==> config.mk <==
export PLATFORM = sky130hd
export DESIGN_NAME = fir_channel_scheduler
export DESIGN_NICKNAME = d
export VERILOG_FILES = /design/src/rtl/fir_sched_pkg.sv /design/src/rtl/fir_tag_pipe.sv /design/src/rtl/fir_channel_scheduler.sv
export SDC_FILE = /design/constraint.sdc
export NUM_CORES = 1
export LEC_CHECK = 0
export ABC_AREA = 1
export CAP_MARGIN = 20
export CORE_UTILIZATION = 31
export CTS_CLUSTER_SIZE = 10
export DETAILED_ROUTE_END_ITERATION = 8
export GPL_ROUTABILITY_DRIVEN = 0
export SLEW_MARGIN = 20
export SYNTH_ARGS = -nofsm -noshare
export SYNTH_HDL_FRONTEND = slang
export SYNTH_HIERARCHICAL = 1
export SYNTH_SLANG_ARGS = --single-unit
==> constraint.sdc <==
create_clock -name clk -period 3.55 [get_ports clk]
set_input_delay 0.8875 -clock clk [delete_from_list [all_inputs] [get_ports clk]]
set_output_delay 0.8875 -clock clk [all_outputs]
set_load 0.005 [all_outputs]
==> src/rtl/fir_sched_pkg.sv <==
// Shared definitions for the FIR channel scheduler and the filter it feeds.
// Defaults here match the FIR_Filter build used by the beamformer front end.
package fir_sched_pkg;

    typedef enum logic [1:0] {
        IDLE  = 2'd0,
        ISSUE = 2'd1,
        DRAIN = 2'd2
    } sched_state_t;

    localparam int DEF_NUM_CH = 4;
    localparam int DEF_DATA_W = 12;
    localparam int DEF_ACC_W  = 93;
    localparam int CH_W       = $clog2(DEF_NUM_CH);

    // Channel-index width, never narrower than one bit.
    function automatic int ch_width(input int num_ch);
        return (num_ch > 1) ? $clog2(num_ch) : 1;
    endfunction

endpackage

==> src/rtl/fir_tag_pipe.sv <==
// Delay line of {valid, channel} tags that shadows the filter pipeline.
// Exposes the next-to-last stage (result capture point) and the final stage.
module fir_tag_pipe
    import fir_sched_pkg::*;
#(
    parameter int DEPTH  = 4,
    parameter int TAG_CW = CH_W
) (
    input  logic              clk,
    input  logic              clr,
    input  logic              in_valid,
    input  logic [TAG_CW-1:0] in_ch,
    output logic              cap_valid,
    output logic [TAG_CW-1:0] cap_ch,
    output logic              out_valid,
    output logic [TAG_CW-1:0] out_ch
);

    logic [DEPTH-1:0]  valid_r;
    logic [TAG_CW-1:0] ch_r [DEPTH];

    // Shift tags one stage per clock; clearing drops every in-flight result.
    always_ff @(posedge clk) begin
        if (clr) begin
            valid_r <= '0;
            for (int i = 0; i < DEPTH; i++) begin
                ch_r[i] <= '0;
            end
        end else begin
            valid_r <= {valid_r[DEPTH-2:0], in_valid};
            ch_r[0] <= in_ch;
            for (int i = 1; i < DEPTH; i++) begin
                ch_r[i] <= ch_r[i-1];
            end
        end
    end

    assign cap_valid = valid_r[DEPTH-2];
    assign cap_ch    = ch_r[DEPTH-2];
    assign out_valid = valid_r[DEPTH-1];
    assign out_ch    = ch_r[DEPTH-1];

endmodule

==> src/rtl/fir_channel_scheduler.sv <==
// Time-multiplexes one channel-indexed FIR datapath across NUM_CH channels:
// latches a frame on each sample tick, issues one channel per clock, re-tags results.
module fir_channel_scheduler
    import fir_sched_pkg::*;
#(
    parameter int NUM_CH      = DEF_NUM_CH,
    parameter int DATA_W      = DEF_DATA_W,
    parameter int ACC_W       = DEF_ACC_W,
    parameter int FIR_LATENCY = 3,
    parameter int CNT_W       = 16
) (
    input  logic                          clk,
    input  logic                          rst,
    input  logic                          en,
    input  logic                          sample_tick,
    input  logic [NUM_CH*DATA_W-1:0]      ch_data,
    output logic                          fir_in_valid,
    output logic [ch_width(NUM_CH)-1:0]   fir_in_ch,
    output logic [DATA_W-1:0]             fir_data_in,
    input  logic [ACC_W-1:0]              fir_data_out,
    output logic                          out_valid,
    output logic [ch_width(NUM_CH)-1:0]   out_ch,
    output logic [ACC_W-1:0]              out_data,
    output logic                          busy,
    output logic                          frame_done,
    output logic [CNT_W-1:0]              frame_cnt,
    output logic                          overrun,
    input  logic                          overrun_clr
);

    localparam int             CW       = ch_width(NUM_CH);
    localparam logic [CW-1:0]  LAST_CH  = CW'(NUM_CH - 1);
    localparam logic [CW-1:0]  ONE_CH   = CW'(1);
    localparam logic [CNT_W-1:0] ONE_CNT = CNT_W'(1);

    sched_state_t      state_r;
    logic [DATA_W-1:0] hold_r [NUM_CH];
    logic              tick_s;
    logic              accept_s;
    logic              drop_s;
    logic [CW-1:0]     next_ch_s;
    logic              cap_valid_s;
    logic [CW-1:0]     cap_ch_s;

    assign tick_s    = sample_tick & en;
    assign accept_s  = tick_s & (state_r == IDLE);
    assign drop_s    = tick_s & (state_r != IDLE);
    assign next_ch_s = fir_in_ch + ONE_CH;

    // Frame sequencing: latch, issue channels in ascending order, then wait for the last result.
    always_ff @(posedge clk) begin
        if (rst) begin
            state_r      <= IDLE;
            fir_in_valid <= 1'b0;
            fir_in_ch    <= '0;
            fir_data_in  <= '0;
            busy         <= 1'b0;
            frame_done   <= 1'b0;
            frame_cnt    <= '0;
            for (int k = 0; k < NUM_CH; k++) begin
                hold_r[k] <= '0;
            end
        end else begin
            case (state_r)
                IDLE: begin
                    if (accept_s) begin
                        for (int k = 0; k < NUM_CH; k++) begin
                            hold_r[k] <= ch_data[k*DATA_W +: DATA_W];
                        end
                        // Channel 0 goes out straight from the input bus, the rest from the holding regs.
                        fir_in_valid <= 1'b1;
                        fir_in_ch    <= '0;
                        fir_data_in  <= ch_data[DATA_W-1:0];
                        busy         <= 1'b1;
                        state_r      <= ISSUE;
                    end
                end
                ISSUE: begin
                    if (fir_in_ch == LAST_CH) begin
                        fir_in_valid <= 1'b0;
                        state_r      <= DRAIN;
                    end else begin
                        fir_in_ch   <= next_ch_s;
                        fir_data_in <= hold_r[next_ch_s];
                    end
                end
                DRAIN: begin
                    if (frame_done) begin
                        frame_done <= 1'b0;
                        busy       <= 1'b0;
                        state_r    <= IDLE;
                    end else if (cap_valid_s && (cap_ch_s == LAST_CH)) begin
                        frame_done <= 1'b1;
                        frame_cnt  <= frame_cnt + ONE_CNT;
                    end
                end
                default: begin
                    state_r <= IDLE;
                end
            endcase
        end
    end

    // Sticky overrun: a dropped tick beats a simultaneous clear.
    always_ff @(posedge clk) begin
        if (rst) begin
            overrun <= 1'b0;
        end else if (drop_s) begin
            overrun <= 1'b1;
        end else if (overrun_clr) begin
            overrun <= 1'b0;
        end
    end

    // Capture the filter result as its tag moves into the final stage.
    always_ff @(posedge clk) begin
        if (rst) begin
            out_data <= '0;
        end else if (cap_valid_s) begin
            out_data <= fir_data_out;
        end
    end

    fir_tag_pipe #(
        .DEPTH  (FIR_LATENCY + 1),
        .TAG_CW (CW)
    ) u_tag_pipe (
        .clk       (clk),
        .clr       (rst),
        .in_valid  (fir_in_valid),
        .in_ch     (fir_in_ch),
        .cap_valid (cap_valid_s),
        .cap_ch    (cap_ch_s),
        .out_valid (out_valid),
        .out_ch    (out_ch)
    );

endmodule
==> metrics.txt <==
status finished clean; Leakage around 4.5 nW; layout cells sized above 1 0.0482; crit-path max cell delay around 0.70 ns; Seq/Total Area, Yosys 0.579; syn_area_per_cell a little over 8 sq um; Cell Area, Synth 7360 sq um; worst path arrival time roughly 1.7 ns; Root Buffer clkbuf_16; endpoints failing hold 0; PortBufs roughly 280; min cycle time layout 2.63 ns; setup bufs post-CTS 0; Slew @ Worst Pin between 0.9 and 1 ns; #FFs+latches synth 189; antenna violations before repair 0; CTS Hold Bufs 0; vias in the first global route between 6000 and 7000; CP max-delay cell dfxtp_1; Post-DP Area around 10000 sq um; crit path launch type flop; antenna cells 0; final global-route overflow total 0; die width 156 um; synth warn 6; DIE AREA 24400 sq um; Final Non-Filler Cells between 1000 and 1500; r2r setup slk between 1 and 1.5 ns; Switching Fraction 0.233; Post-Route M1 WL about 9.5 mm; max frequency ~380 MHz; Die Ht 156 um; Cell Pwr Density 441 nW/um^2; post-synth net total between 1000 and 1500; CP max FO 17; placed cells 1451; DR iter-0 viols 297; design area 11000 sq um; max_cap viols 0; Via density between 4 and 5; combinational cell fraction of total power 0.109; WP data required roughly 2.7 ns; IO Count between 200 and 300; TritonRoute pass-1 iters 4; Filler cells between 2000 and 2500; Routed wire per std cell 14.2 um; top sig layer met4; post-synth cell types 29; Area Overhead vs Synth 48.9%; vias 6533; VDD IR-drop max 0.256 mV; metal3 WL between 1 and 1.5 mm; Clk Latency, worst-skew pair around 0.43 ns; post-synthesis cell count 898; CTS tree yes; htree depth 4; RSZ-0062 raised after global routing false; critical-path cell list clkdlybuf4s50_1; Core Rows 56; clock tree sinks 189; Buf+Inv Stages, Crit Path 1; clk_skew ~0.015 ns; fin crit share 0.740; post-CTS sizing 0; Nets around 1300; DRT Wirelength between 20 and 25 mm; antenna viol nets, final 0; Worst Hold Class flop to flop; core area 23400 sq um; Setup crit end kind output port; Clock power frac 0.409; WS Path Type flop to output port; Setup-failing EPs final 0; pin count of the biggest net entering global routing between 90 and 100; NetSw about 0.0011 W; clk slew on worst S/H paths ~0.070 ns; final slew viol count 0; Largest delay share family, worst path flip-flops; Slew HR 0.393; Internal 0.00371 W; first-pass GRT wire length about 33 mm; GRT Overall Usage 0.174; hpwl dp approximately 14 mm; TNS Setup 0 ns; CTS Buf Count 17; clk buf depth 2; Sequential Power Share 0.482; DRC 0; routed wl met2 10.0 mm; initial core utilization 0.315
cells in the mapped netlist:
cell      instances  area [sq um]
dfxtp_1         141          2820
buf_2            20           100
a21oi_1          31           155
clkbuf_1         25          93.8
buf_6             3          33.8
edfxtp_1         48          1440
nand2_4           1          11.3
o21bai_1          1          7.51
xnor2_1           2          17.5
nor2_4            2          22.5
o22ai_1          12          75.1
inv_1            82           308
nor2_2            2          12.5
o21a_1            1          7.51
nor2_1          305          1140
o21ai_0         139           696
nand3_4           1          17.5
nor3_1            3          15.0
buf_4             2          15.0
a21oi_4           1          16.3
o21ai_1           1          5.00
inv_2             4          15.0
nand2_1          54           203
xor2_1            1          8.76
nor2_8            1          20.0
nand4_1           5          31.3
o21ai_2           1          8.76
nand3_1           7          35.0
ha_1              2          25.0
routing by layer:
metal,track usage,vias to the layer above
met3,0.0511,19
met1,0.223,2995
met5,0,-
met2,0.278,153
met4,0.0588,0
li1,-,3366
power groups by stage:
stage                     combinational, W  clock (W)  sequential [W]
final                             0.000529    0.00198         0.00233
after global routing              0.000582    0.00212         0.00234
after CTS                         0.000535    0.00204         0.00233
after detailed placement          0.000531          0         0.00238
after global placement            0.000531          0         0.00238
after floorplan                   0.000210          0         0.00238
path summary, 6_finish.rpt:
check                        start               endpoint  cells after the start
max                   fir_in_ch[0]           fir_in_ch[0]                      1
min          u_tag_pipe/ch_r[1][0]  u_tag_pipe/ch_r[2][0]                      2
max reg2reg           fir_in_ch[0]         fir_data_in[5]                      6
min reg2reg  u_tag_pipe/ch_r[1][0]  u_tag_pipe/ch_r[2][0]                      2
cell usage in the layout (no fill, tap or decap), types with 3 or more instances in the layout:
cell type / n
o22ai_1: 12
clkdlybuf4s50_1: 275
a21oi_1: 31
inv_6: 4
nor2_1: 305
dfxtp_1: 140
nand4_1: 5
clkbuf_16: 19
nand2_1: 52
edfxtp_1: 48
nor3_1: 3
nand3_1: 7
inv_1: 80
inv_2: 6
o21ai_0: 139
buf_4: 8
state kept, by name, summed over array words and instances (netlist names):
register            count
frame_done              1
state_r                 2
u_tag_pipe/ch_r         8
busy                    1
frame_cnt              16
fir_in_ch               2
fir_in_valid            1
overrun                 1
out_data               93
u_tag_pipe/valid_r      4
fir_data_in            12
hold_r                 48
kinds of logic (layout without fill, tap and decap cells):
| kind of cell | Yosys count | in the layout | share of synthesized area |
|---|---|---|---|
| AOI/OAI and AO/OA | 187 | 187 | 0.132 |
| xor gates and xnor gates | 3 | 3 | 0.00357 |
| adders and majority gates | 2 | 2 | 0.00340 |
| buffers and inverters | 136 | 401 | 0.0768 |
| DFF | 189 | 189 | 0.579 |
| and+or+nand+nor | 381 | 381 | 0.205 |
through the flow:
step | power, W | hold slack, ns | worst slack, ns | util
after CTS | 0.00490 | 0.402 | 0.870 | 0.469
after global routing | 0.00504 | 0.419 | 0.828 | 0.469
after floorplan | 0.00259 | 0.388 | 0.648 | -
after global placement | 0.00291 | 0.395 | 0.820 | 0.443
final | 0.00484 | 0.394 | 0.925 | 0.469
after detailed placement | 0.00291 | 0.396 | 0.833 | 0.443
cell type report:
cell class,instances,area [sq um],share of cell area
clock buffer,21,483,0.0440
clock inverter,10,124,0.0113
inverter,86,323,0.0294
multi-input combinational,573,2540,0.232
sequential,189,4270,0.389
tap,319,399,0.0364
timing repair buffer,284,2830,0.258
worst reg2reg max path: stages, from the launching register on:
cell and delay, ns:
dfxtp_1 0.70, ha_1 0.50, inv_1 0.38, o21ai_0 0.20, o22ai_1 0.19, nand2_1 0.08
a21oi_1 0.14
(Power assumes the default switching activity.)
